==> config.mk <==
export PLATFORM = sky130hd
export DESIGN_NAME = coffee_dispense_sched_flat
export DESIGN_NICKNAME = d
export VERILOG_FILES = /design/src/rtl/coffee_dispense_sched_if.sv /design/src/rtl/coffee_dispense_sched.sv /design/src/flat_wrapper.sv
export SDC_FILE = /design/constraint.sdc
export NUM_CORES = 1
export LEC_CHECK = 0
export CORE_ASPECT_RATIO = 0.6
export CORE_MARGIN = 1
export CORE_UTILIZATION = 35
export CTS_CLUSTER_DIAMETER = 50
export CTS_CLUSTER_SIZE = 16
export DETAILED_ROUTE_END_ITERATION = 12
export REMOVE_ABC_BUFFERS = 1
export SKIP_CTS_REPAIR_TIMING = 1
export SKIP_LAST_GASP = 1
export SLEW_MARGIN = 20
export SYNTH_ARGS = -nofsm -noshare
export SYNTH_HDL_FRONTEND = slang
export SYNTH_SLANG_ARGS = --single-unit
==> constraint.sdc <==
create_clock -name clk_i -period 3.3 [get_ports clk_i]
set_input_delay 0.66 -clock clk_i [delete_from_list [all_inputs] [get_ports clk_i]]
set_output_delay 0.66 -clock clk_i [all_outputs]
set_load 0.01 [all_outputs]
==> src/rtl/coffee_dispense_sched_if.sv <==
// Order/cup handshake and status bundle between the coffee machine controller and its host.
// Inputs are level/pulse signals sampled on the rising clock edge; there is no valid/ready back-pressure.
interface coffee_dispense_sched_if;
    logic       order;
    logic       cup_ready;
    logic       cup_drop;
    logic       valve_open;
    logic       busy;
    logic [1:0] pending;
    logic [7:0] served_cnt;
    logic       overflow;
    logic       fault;

    modport slave (
        input  order, cup_ready,
        output cup_drop, valve_open, busy, pending, served_cnt, overflow, fault
    );

    modport master (
        output order, cup_ready,
        input  cup_drop, valve_open, busy, pending, served_cnt, overflow, fault
    );
endinterface

==> src/rtl/coffee_dispense_sched.sv <==
// Coffee dispense scheduler: queues orders, drops a cup, pours while the cup is present, then rinses.
// One shared down-timer paces WAIT_CUP, POUR and RINSE; the FSM state is exposed on state_o.
module coffee_dispense_sched #(
    parameter int unsigned POUR_CYCLES  = 8,
    parameter int unsigned RINSE_CYCLES = 2,
    parameter int unsigned CUP_TIMEOUT  = 16,
    parameter int unsigned QUEUE_DEPTH  = 3
) (
    input  logic                    clk_i,
    input  logic                    rst_ni,
    coffee_dispense_sched_if.slave  bus,
    output logic [2:0]              state_o
);

    typedef enum logic [2:0] {
        S_IDLE     = 3'd0,
        S_DROP     = 3'd1,
        S_WAIT_CUP = 3'd2,
        S_POUR     = 3'd3,
        S_RINSE    = 3'd4
    } state_e;

    // Timer holds "cycles left minus one", so it is loaded with N-1 on entry.
    localparam logic [7:0] POUR_LOAD  = 8'(POUR_CYCLES - 1);
    localparam logic [7:0] RINSE_LOAD = 8'(RINSE_CYCLES - 1);
    localparam logic [7:0] CUP_LOAD   = 8'(CUP_TIMEOUT - 1);
    localparam logic [1:0] DEPTH      = 2'(QUEUE_DEPTH);

    state_e     state_q, state_d;
    logic [7:0] timer_q, timer_d;
    logic [1:0] pending_q, pending_d;
    logic [7:0] served_q, served_d;
    logic       overflow_q, overflow_d;
    logic       fault_q, fault_d;
    logic       dequeue;
    logic       accept;

    always_ff @(posedge clk_i or negedge rst_ni) begin
        if (!rst_ni) begin
            state_q    <= S_IDLE;
            timer_q    <= 8'd0;
            pending_q  <= 2'd0;
            served_q   <= 8'd0;
            overflow_q <= 1'b0;
            fault_q    <= 1'b0;
        end else begin
            state_q    <= state_d;
            timer_q    <= timer_d;
            pending_q  <= pending_d;
            served_q   <= served_d;
            overflow_q <= overflow_d;
            fault_q    <= fault_d;
        end
    end

    always_comb begin
        state_d  = state_q;
        timer_d  = timer_q;
        served_d = served_q;
        fault_d  = 1'b0;
        dequeue  = (state_q == S_IDLE) && (pending_q != 2'd0);

        case (state_q)
            S_IDLE: begin
                if (dequeue) state_d = S_DROP;
            end
            S_DROP: begin
                state_d = S_WAIT_CUP;
                timer_d = CUP_LOAD;
            end
            S_WAIT_CUP: begin
                if (bus.cup_ready) begin
                    state_d = S_POUR;
                    timer_d = POUR_LOAD;
                end else if (timer_q == 8'd0) begin
                    state_d = S_DROP;
                end else begin
                    timer_d = timer_q - 8'd1;
                end
            end
            S_POUR: begin
                // A missing cup aborts even on the final pour cycle.
                if (!bus.cup_ready) begin
                    state_d = S_RINSE;
                    timer_d = RINSE_LOAD;
                    fault_d = 1'b1;
                end else if (timer_q == 8'd0) begin
                    state_d  = S_RINSE;
                    timer_d  = RINSE_LOAD;
                    served_d = served_q + 8'd1;
                end else begin
                    timer_d = timer_q - 8'd1;
                end
            end
            S_RINSE: begin
                if (timer_q == 8'd0) state_d = S_IDLE;
                else                 timer_d = timer_q - 8'd1;
            end
            default: begin
                state_d = S_IDLE;
                timer_d = 8'd0;
            end
        endcase
    end

    // A full queue still takes an order when a slot is freed on the same edge.
    always_comb begin
        accept     = bus.order && ((pending_q != DEPTH) || dequeue);
        overflow_d = bus.order && (pending_q == DEPTH) && !dequeue;
        pending_d  = pending_q;
        case ({accept, dequeue})
            2'b10:   pending_d = pending_q + 2'd1;
            2'b01:   pending_d = pending_q - 2'd1;
            default: pending_d = pending_q;
        endcase
    end

    assign bus.cup_drop   = (state_q == S_DROP);
    assign bus.valve_open = (state_q == S_POUR);
    assign bus.busy       = (state_q != S_IDLE);
    assign bus.pending    = pending_q;
    assign bus.served_cnt = served_q;
    assign bus.overflow   = overflow_q;
    assign bus.fault      = fault_q;
    assign state_o        = state_q;

endmodule

==> src/flat_wrapper.sv <==
// flat-port wrapper written by rule: the top's interface ports become plain ports
module coffee_dispense_sched_flat 
#(
    parameter int unsigned POUR_CYCLES  = 8,
    parameter int unsigned RINSE_CYCLES = 2,
    parameter int unsigned CUP_TIMEOUT  = 16,
    parameter int unsigned QUEUE_DEPTH  = 3
)
  (clk_i, rst_ni, state_o, bus_order, bus_cup_ready, bus_cup_drop, bus_valve_open, bus_busy, bus_pending, bus_served_cnt, bus_overflow, bus_fault);
  coffee_dispense_sched_if bus_i ();
  input  logic clk_i;
  input  logic rst_ni;
  output logic [2:0] state_o;
  input wire logic [$bits(bus_i.order)-1:0] bus_order;
  input wire logic [$bits(bus_i.cup_ready)-1:0] bus_cup_ready;
  output wire logic [$bits(bus_i.cup_drop)-1:0] bus_cup_drop;
  output wire logic [$bits(bus_i.valve_open)-1:0] bus_valve_open;
  output wire logic [$bits(bus_i.busy)-1:0] bus_busy;
  output wire logic [$bits(bus_i.pending)-1:0] bus_pending;
  output wire logic [$bits(bus_i.served_cnt)-1:0] bus_served_cnt;
  output wire logic [$bits(bus_i.overflow)-1:0] bus_overflow;
  output wire logic [$bits(bus_i.fault)-1:0] bus_fault;
  assign bus_i.order = bus_order;
  assign bus_i.cup_ready = bus_cup_ready;
  assign bus_cup_drop = bus_i.cup_drop;
  assign bus_valve_open = bus_i.valve_open;
  assign bus_busy = bus_i.busy;
  assign bus_pending = bus_i.pending;
  assign bus_served_cnt = bus_i.served_cnt;
  assign bus_overflow = bus_i.overflow;
  assign bus_fault = bus_i.fault;
  coffee_dispense_sched #(.POUR_CYCLES(POUR_CYCLES), .RINSE_CYCLES(RINSE_CYCLES), .CUP_TIMEOUT(CUP_TIMEOUT), .QUEUE_DEPTH(QUEUE_DEPTH)) u_core (.clk_i(clk_i), .rst_ni(rst_ni), .bus(bus_i), .state_o(state_o));
endmodule
# Word level (Yosys, flattened, before mapping)
# Index checks and enable logic that the tools add are counted.
word_totals:
  ff_bits: 23
  input_bits: 4
  output_inout_bits: 18
op_classes:
  add_sub_neg: 4
  n_eq_ne: 12
  n_mux: 15
  n_reduce_logical: 13
ops:
  columns: ["op", "n"]
  rows:
  - ["$pmux W8 S5", 1]
  - ["$mux W8", 4]
  - ["$mux W3", 6]
  - ["$pmux W3 S5", 1]
  - ["$add A8 B1 Y8 const B", 1]
  - ["$logic_not A8 Y1", 1]
  - ["$sub A8 B1 Y8 const B", 1]
  - ["$eq A3 B2 Y1 const B", 2]
  - ["$ne A3 B2 Y1 const B", 2]
  - ["$eq A2 B2 Y1 const B", 2]
  - ["$logic_and A1 B1 Y1", 4]
  - ["$ne A2 B1 Y1 const B", 2]
  - ["$pmux W2 S2", 1]
  - ["$reduce_and A4 Y1", 1]
  - ["$reduce_bool A2 Y1", 2]
  - ["$eq A3 B1 Y1 const B", 1]
  - ["$eq A3 B3 Y1 const B", 1]
  - ["$logic_not A3 Y1", 1]
  - ["$reduce_and A3 Y1", 1]
  - ["$reduce_bool A3 Y1", 1]
  - ["$add A2 B1 Y2 const B", 1]
  - ["$eq A2 B1 Y1 const B", 1]
  - ["$mux W1", 2]
  - ["$ne A2 B2 Y1 const B", 1]
  - ["3 further kinds", 3]

# Depth between registers and ports, before layout
# Gate-level depths: netlist (run 1).
depth:
  depth_word: 6
  ltp_mapped: 6
  depth_no_buf: 6

# Worst setup path before layout (run 1)
# Ideal clock, no wire load.
synth_timing:
  path_kind: "reg2reg"
  from: "register u_core.timer_q[0]"
  to: "register u_core.served_q[1], in the netlist u_core.bus.served_cnt[1]"
  t_arrival_ps: 1778
  required_time_ps: 3175
  path_slack_ps: 1397
  stages_incl_launch_ff: 7
  path_buffers: 0
  synth_period_minus_slack_ps: 1903
  cell_sequence: "dfrtp_1 inv_1 ha_1 or3b_2 nor2_4 nand3_1 mux2_2"
synth_between:
  elab_chain_cells: 2
synth_lines:
  columns: ["element", "line", "rtl"]
  rows:
  - ["start: declaration", "coffee_dispense_sched.sv:30", "logic [7:0] timer_q, timer_d;"]
  - ["start signal: assignment", "coffee_dispense_sched.sv:48", "timer_q <= timer_d;"]
  - ["$logic_not A8 Y1", "coffee_dispense_sched.sv:87", "end else if (timer_q == 8'd0) begin"]
  - ["$reduce_and A3 Y1 (no line)", null, null]
  - ["end signal: assignment", "coffee_dispense_sched.sv:50", "served_q <= served_d;"]
  - ["end: declaration", "coffee_dispense_sched.sv:32", "logic [7:0] served_q, served_d;"]
# No other way between the ends.
# A chain may end at the register's enable or synchronous reset.

# Worst setup path after layout (run 1)
layout_timing:
  from: "register u_core.state_q[1], in the netlist u_core.state_o[1]"
  to: "output port bus_valve_open"
layout_between:
  elab_chain_cells: 1
layout_lines:
  columns: ["element", "line", "rtl"]
  rows:
  - ["start: declaration", "coffee_dispense_sched.sv:29", "state_e state_q, state_d;"]
  - ["start signal: assignment", "coffee_dispense_sched.sv:47", "state_q <= state_d;"]
  - ["$eq A3 B2 Y1", "coffee_dispense_sched.sv:119", "assign bus.valve_open = (state_q == S_POUR);"]
  - ["end: declaration", "flat_wrapper.sv:17", "output wire logic [$bits(bus_i.valve_open)-1:0] bus_valve_open;"]
# No other way between the ends.

==> flow_summary.yaml, run 1 <==
yosys:
  yosysWarnings: 0
  synthSimpleGateAreaFrac_pct: 23.0
  synth_mux_area_share_pct: 1.57
  synthTopCellsByCount: "dfrtp_1 (23), nor2_1 (13), xor2_1 (9)"
  synth_cell_types: 45
  synthAdderAreaFrac_pct: 2.77
  syn_avg_cell_area_um2: 9.68
  synthesis.area_mm2: 0.00136
  synth_seq_cells: 23
  synth-compound-area-share_pct: 15.8
  ys_seq_area_share_pct: 42.5
  synth_most_common_cell: "dfrtp_1"
  async_reset_ff_share_pct: 100
  yosys.area_share.xor_xnor_pct: 9.70
  synthFlopType: "dfrtp_1"
  synth-edff-count: 0
  synth_top_area_share_pct: 42.5
  synth_top_family_by_area: "simple AND/OR/NAND/NOR gates"
  netlist_top_cells_area: "dfrtp_1 (42%), xor2_1 (5.8%), xnor2_1 (3.9%)"
  synthCells: 140
  yosys.area.top_type: "dfrtp_1"
finish:
  multi_input_comb_area_um2: 716
  ff_latch_area_um2: 576
  area_growth_pct: 21.8
  fillers: 351
  nNetsFinal: 168
  antenna_cells: 0
  drive_above_1_share_pct: 8.75
power_and_ir_drop:
  leakage_nw: 0.709
  power_density_mw_per_mm2: 893
  max-vdd-ir-drop_uv: 446
  total_power_mw: 1.47
global_route:
  track_usage_pct: 15.9
  grt_pass1_vias: 1008
  grt_max_degree: 24
  grt_overflow: 0
  grt_pass1_wl_mm: 4.93
  antenna_found_initial: 0
clock_tree:
  clock_latency_ns: 0.27
  path_clk_slew_ns: 0.08
  clock_path_buffers: 2
  ctsHtreeMaxLevel: 1
  cts_buffers: 3
  cts_root_buf: "clkbuf_8"
  tritoncts: "done"
  clock-sinks: 23
detailed_routing:
  routed-via-count: 1123
  antenna_left: 0
  routedWlPerCell_um: 14.2
  via_per_inst: 5.43
  drt_iter0_drc: 72
  drt_first_pass_iters: 4
  drc: 0
  drt-total-wl_mm: 2.93
floorplan:
  die_h_um: 50.2
  start_util_pct: 36.8
  core_mm2: 0.00368
  die_w_um: 82.3
  design.portCount: 22
  die_area_mm2: 0.00413
  core.rowCount: 17
sta:
  maxSlewViolCount: 0
  fmax_mhz: 362
  rsz0062_at_grt: "no"
  maxSlewHeadroom_pct: 59.6
  post-route-period-util_pct: 83.7
  fin_tns_setup_ns: 0
  fin_crit_ns: 2.76
  fin_skew_ns: 0.000756
  whs_ns: 0.475
  worst_slew_pin_slew_ns: 0.600
  setup-violations-final: 0
  finalHoldViolations: 0
worst_hold_path:
  min_path_cells: 1
  holdPathEnd: "u_core.bus.served_cnt[7]"
  hold_class: "register to register"
  min-delay-start: "u_core.bus.served_cnt[7]"
critical_path:
  crit_required_ns: 2.64
  rrSetupSlack_ns: 1.18
  timing.rr.end: "u_core.bus.served_cnt[1]"
  r2r_cells: 6
  end_kind: "output pin"
  r2r-start: "u_core.timer_q[0]"
  startpoint_type: "register"
  crit_arrival_ns: 2.10
  path_max_fanout: 18
  path_class: "register to output pin"
job:
  maxCapViolCount: 0
placement:
  dpl.hpwl_mm: 2.13
  io_buffers: 21
  gp_congestion: 0.856
run_status:
  status: "finished clean"
[stage by stage]
stage	instances	area (µm²)	setup WS [ns]	utilization (%)
5_1_grt	207	1650	0.430	44.8
3_3_place_gp	203	1610	0.927	43.6
2_1_floorplan	133	1320	1.41	-
3_5_place_dp	203	1610	0.863	43.6
6_report	207	1650	0.538	44.8
4_1_cts	207	1650	0.554	44.8
[cell usage in the layout, fill, tap and decap left out, drive strengths merged, types with 2 or more instances in the layout]
master / instances
clkbuf: 4
o21ai: 8
and3: 2
nor2: 14
or4: 2
nor2b: 2
dfrtp: 23
a21oi: 7
nand2: 8
inv: 8
nor3: 2
nand3b: 2
or3b: 2
o22ai: 2
clkdlybuf4s50: 21
ha: 3
buf: 2
nand3: 7
nor4: 3
xnor2: 6
xor2: 9
o2bb2ai: 2
nand4: 2
[report_power, final]
part	internal [mW]	switching [mW]	leakage, nW
registers	0.364	0.141	0.294
clock network	0.0864	0.0936	0.0228
logic	0.365	0.424	0.392
total	0.816	0.658	0.709
[critical path, cell delays in order (launching register included)]
cell	delay (ns)
dfrtp_1	0.73
nand3b_1	0.35
inv_1	0.20
clkdlybuf4s50_1	0.55
[flip-flops by register name, summed over array words and instances (netlist names)]
register               flops
u_core.bus.overflow        1
u_core.timer_q             8
u_core.bus.fault           1
u_core.bus.served_cnt      8
u_core.bus.pending         2
u_core.state_o             3
[per-layer routing]
metal / track usage, % / part of all wire (%) / vias up
met1: 23.1 / 51 / 533
met5: 0 / 0 / -
met3: 5.09 / 7.3 / 3
met4: 2.63 / 0.34 / 0
met2: 23.3 / 41 / 39
li1: - / - / 548
[logic make-up after synthesis]
family | Yosys count
and+or+nand+nor | 51
AOI/OAI and AO/OA | 31
DFF | 23
xor gates and xnor gates | 15
buffers and inverters | 15
adders and majority gates | 3
muxes | 2
[worst max-delay path by stage]
stage / end / slack (ns) / from / depth (start not counted)
6_report: bus_valve_open / 0.54 / u_core.state_o[1] / 3
5_1_grt: bus_valve_open / 0.43 / u_core.state_o[1] / 3
2_1_floorplan: u_core.bus.served_cnt[1] / 1.41 / u_core.timer_q[0] / 6
4_1_cts: bus_valve_open / 0.55 / u_core.state_o[1] / 3
3_5_place_dp: bus_valve_open / 0.86 / u_core.state_o[1] / 3
3_3_place_gp: bus_valve_open / 0.93 / u_core.state_o[1] / 3
[cell type report]
type,instances,share of cell area (%)
Multi-Input combinational cell,102,43.4
Sequential cell,23,34.9
Tap cell,47,3.56
Inverter,8,1.82
Clock buffer,4,2.73
Timing Repair Buffer,23,13.6
No activity file was read; power rests on OpenSTA's default activity.
==> run 2: changes to the inputs <==
- clock period: 3.3 -> 2.7 ns (I/O delays scaled with it)
==> flow_summary.yaml, run 2 (synthesized netlist as in run 1, its figures left out) <==
finish:
  ff_latch_area_um2: 576
  mostFrequentLayoutCells: "dfrtp_1 (23), clkdlybuf4s50_1 (21), nor2_1 (13), xor2_1 (9)"
  area_growth_pct: 22.9
  antenna_cells: 0
  layout_commonest_cell: "dfrtp_1"
  drive_above_1_share_pct: 9.88
  fillers: 352
  post-route-util_pct: 45.3
  nNetsFinal: 170
  multi_input_comb_area_um2: 716
floorplan:
  die_w_um: 82.3
  design.portCount: 22
  die_h_um: 50.2
  die_area_mm2: 0.00413
  start_util_pct: 36.8
  core_mm2: 0.00368
  core.rowCount: 17
global_route:
  grt_overflow: 0
  grt_max_degree: 24
  grt-busiest-layer: "met1"
  grtUsageMet3_pct: 7.09
  antenna_found_initial: 0
  grt_pass1_vias: 1058
  use_met2_pct: 21.8
  met1_usage_pct: 26.6
  grt_pass1_wl_mm: 5.22
  track_usage_pct: 17.2
detailed_routing:
  routed-via-count: 1097
  antenna_left: 0
  drt_first_pass_iters: 4
  drc: 0
  via_per_inst: 5.25
  routedWlPerCell_um: 15.0
  drt-total-wl_mm: 3.13
  drt_iter0_drc: 83
power_and_ir_drop:
  power_frac_seq_pct: 33.5
  clkPwrFrac_pct: 11.9
  internal_power_mw: 1.01
  p_sw_mw: 0.823
  total_power_mw: 1.83
  swShare_pct: 44.9
  leakage_nw: 0.718
  p_comb_share_pct: 54.6
  power_density_mw_per_mm2: 1100
  max-vdd-ir-drop_uv: 499
placement:
  dp_slack_ns: 0.530
  dpl.hpwl_mm: 2.35
  gp_congestion: 0.838
  io_buffers: 21
sta:
  fin_tns_setup_ns: 0
  worst_slew_pin_slew_ns: 0.570
  fin_crit_ns: 2.47
  setup-violations-final: 0
  maxSlewHeadroom_pct: 61.7
  worst_slack_ns: 0.231
  maxSlewViolCount: 0
  rsz0062_at_grt: "no"
  whs_ns: 0.469
  fin_skew_ns: 0.00225
  fmax_mhz: 405
  finalHoldViolations: 0
  post-route-period-util_pct: 91.4
critical_path:
  max_stage_delay_ns: 0.63
  rrSetupSlack_ns: 0.60
  path_class: "register to output pin"
  end_kind: "output pin"
  path_max_fanout: 16
  cp_cell_sequence: "nand3b_1 -> inv_1 -> clkdlybuf4s50_1"
  crit_required_ns: 2.16
  startpoint_type: "register"
  crit_slowest_cell: "dfrtp_1"
  crit_arrival_ns: 1.93
run_status:
  status: "finished clean"
worst_hold_path:
  hold_class: "register to register"
clock_tree:
  tritoncts: "done"
  clock_path_buffers: 2
  path_clk_slew_ns: 0.08
  cts_buffers: 3
  cts_root_buf: "clkbuf_8"
  ctsHtreeMaxLevel: 1
  clock-sinks: 23
  clock_latency_ns: 0.27
job:
  maxCapViolCount: 0
## run 2: changes by cell type in the layout (fill, tap and decap cells not counted)
cell   delta
buf_4     +2
## run 2: cell type report
class                   count  share of cell area (%)
clock buffers               4                    2.70
inverters                   8                    1.80
multi-input cells         102                    43.0
flip-flops and latches     23                    34.6
well taps                  47                    3.53
repair buffers             25                    14.4
## run 2: power by group through the flow
stage	clock network [mW]	logic (mW)	registers [mW]
floorplan	0	0.619	0.624
global placement	0	0.990	0.611
detailed placement	0	0.992	0.615
CTS	0.231	1.00	0.607
global route	0.244	1.11	0.638
finish	0.218	0.999	0.614
## run 2: path summary, 6_finish.rpt
check	start	end	cells past startpoint
min in group asynchronous	rst_ni	u_core.bus.served_cnt[6]	2
hold / removal	u_core.bus.served_cnt[7]	u_core.bus.served_cnt[7]	1
max in group asynchronous	rst_ni	u_core.timer_q[2]	2
hold reg to reg	u_core.bus.served_cnt[7]	u_core.bus.served_cnt[7]	1
setup reg to reg	u_core.timer_q[0]	u_core.bus.served_cnt[7]	6
setup / recovery	u_core.state_o[0]	bus_valve_open	3
## run 2: layer usage
| metal | share of wire [%] | up-vias | wire (µm) |
|---|---|---|---|
| li1 | - | 554 | - |
| met1 | 53 | 511 | 1670 |
| met2 | 39 | 29 | 1220 |
| met3 | 7.2 | 3 | 224 |
| met4 | 0.61 | 0 | 19 |
| met5 | 0 | - | 0 |
## run 2: stage by stage
step / cell area, µm² / cells
2_1_floorplan: 1320 / 133
3_3_place_gp: 1620 / 205
3_5_place_dp: 1620 / 205
4_1_cts: 1670 / 209
5_1_grt: 1670 / 209
6_report: 1670 / 209
## run 2: worst max-delay path: cells and delay by family (launching register included)
kind          cells  cell delay, ns
buf+inv           2            0.73
flops             1            0.63
simple gates      1            0.30
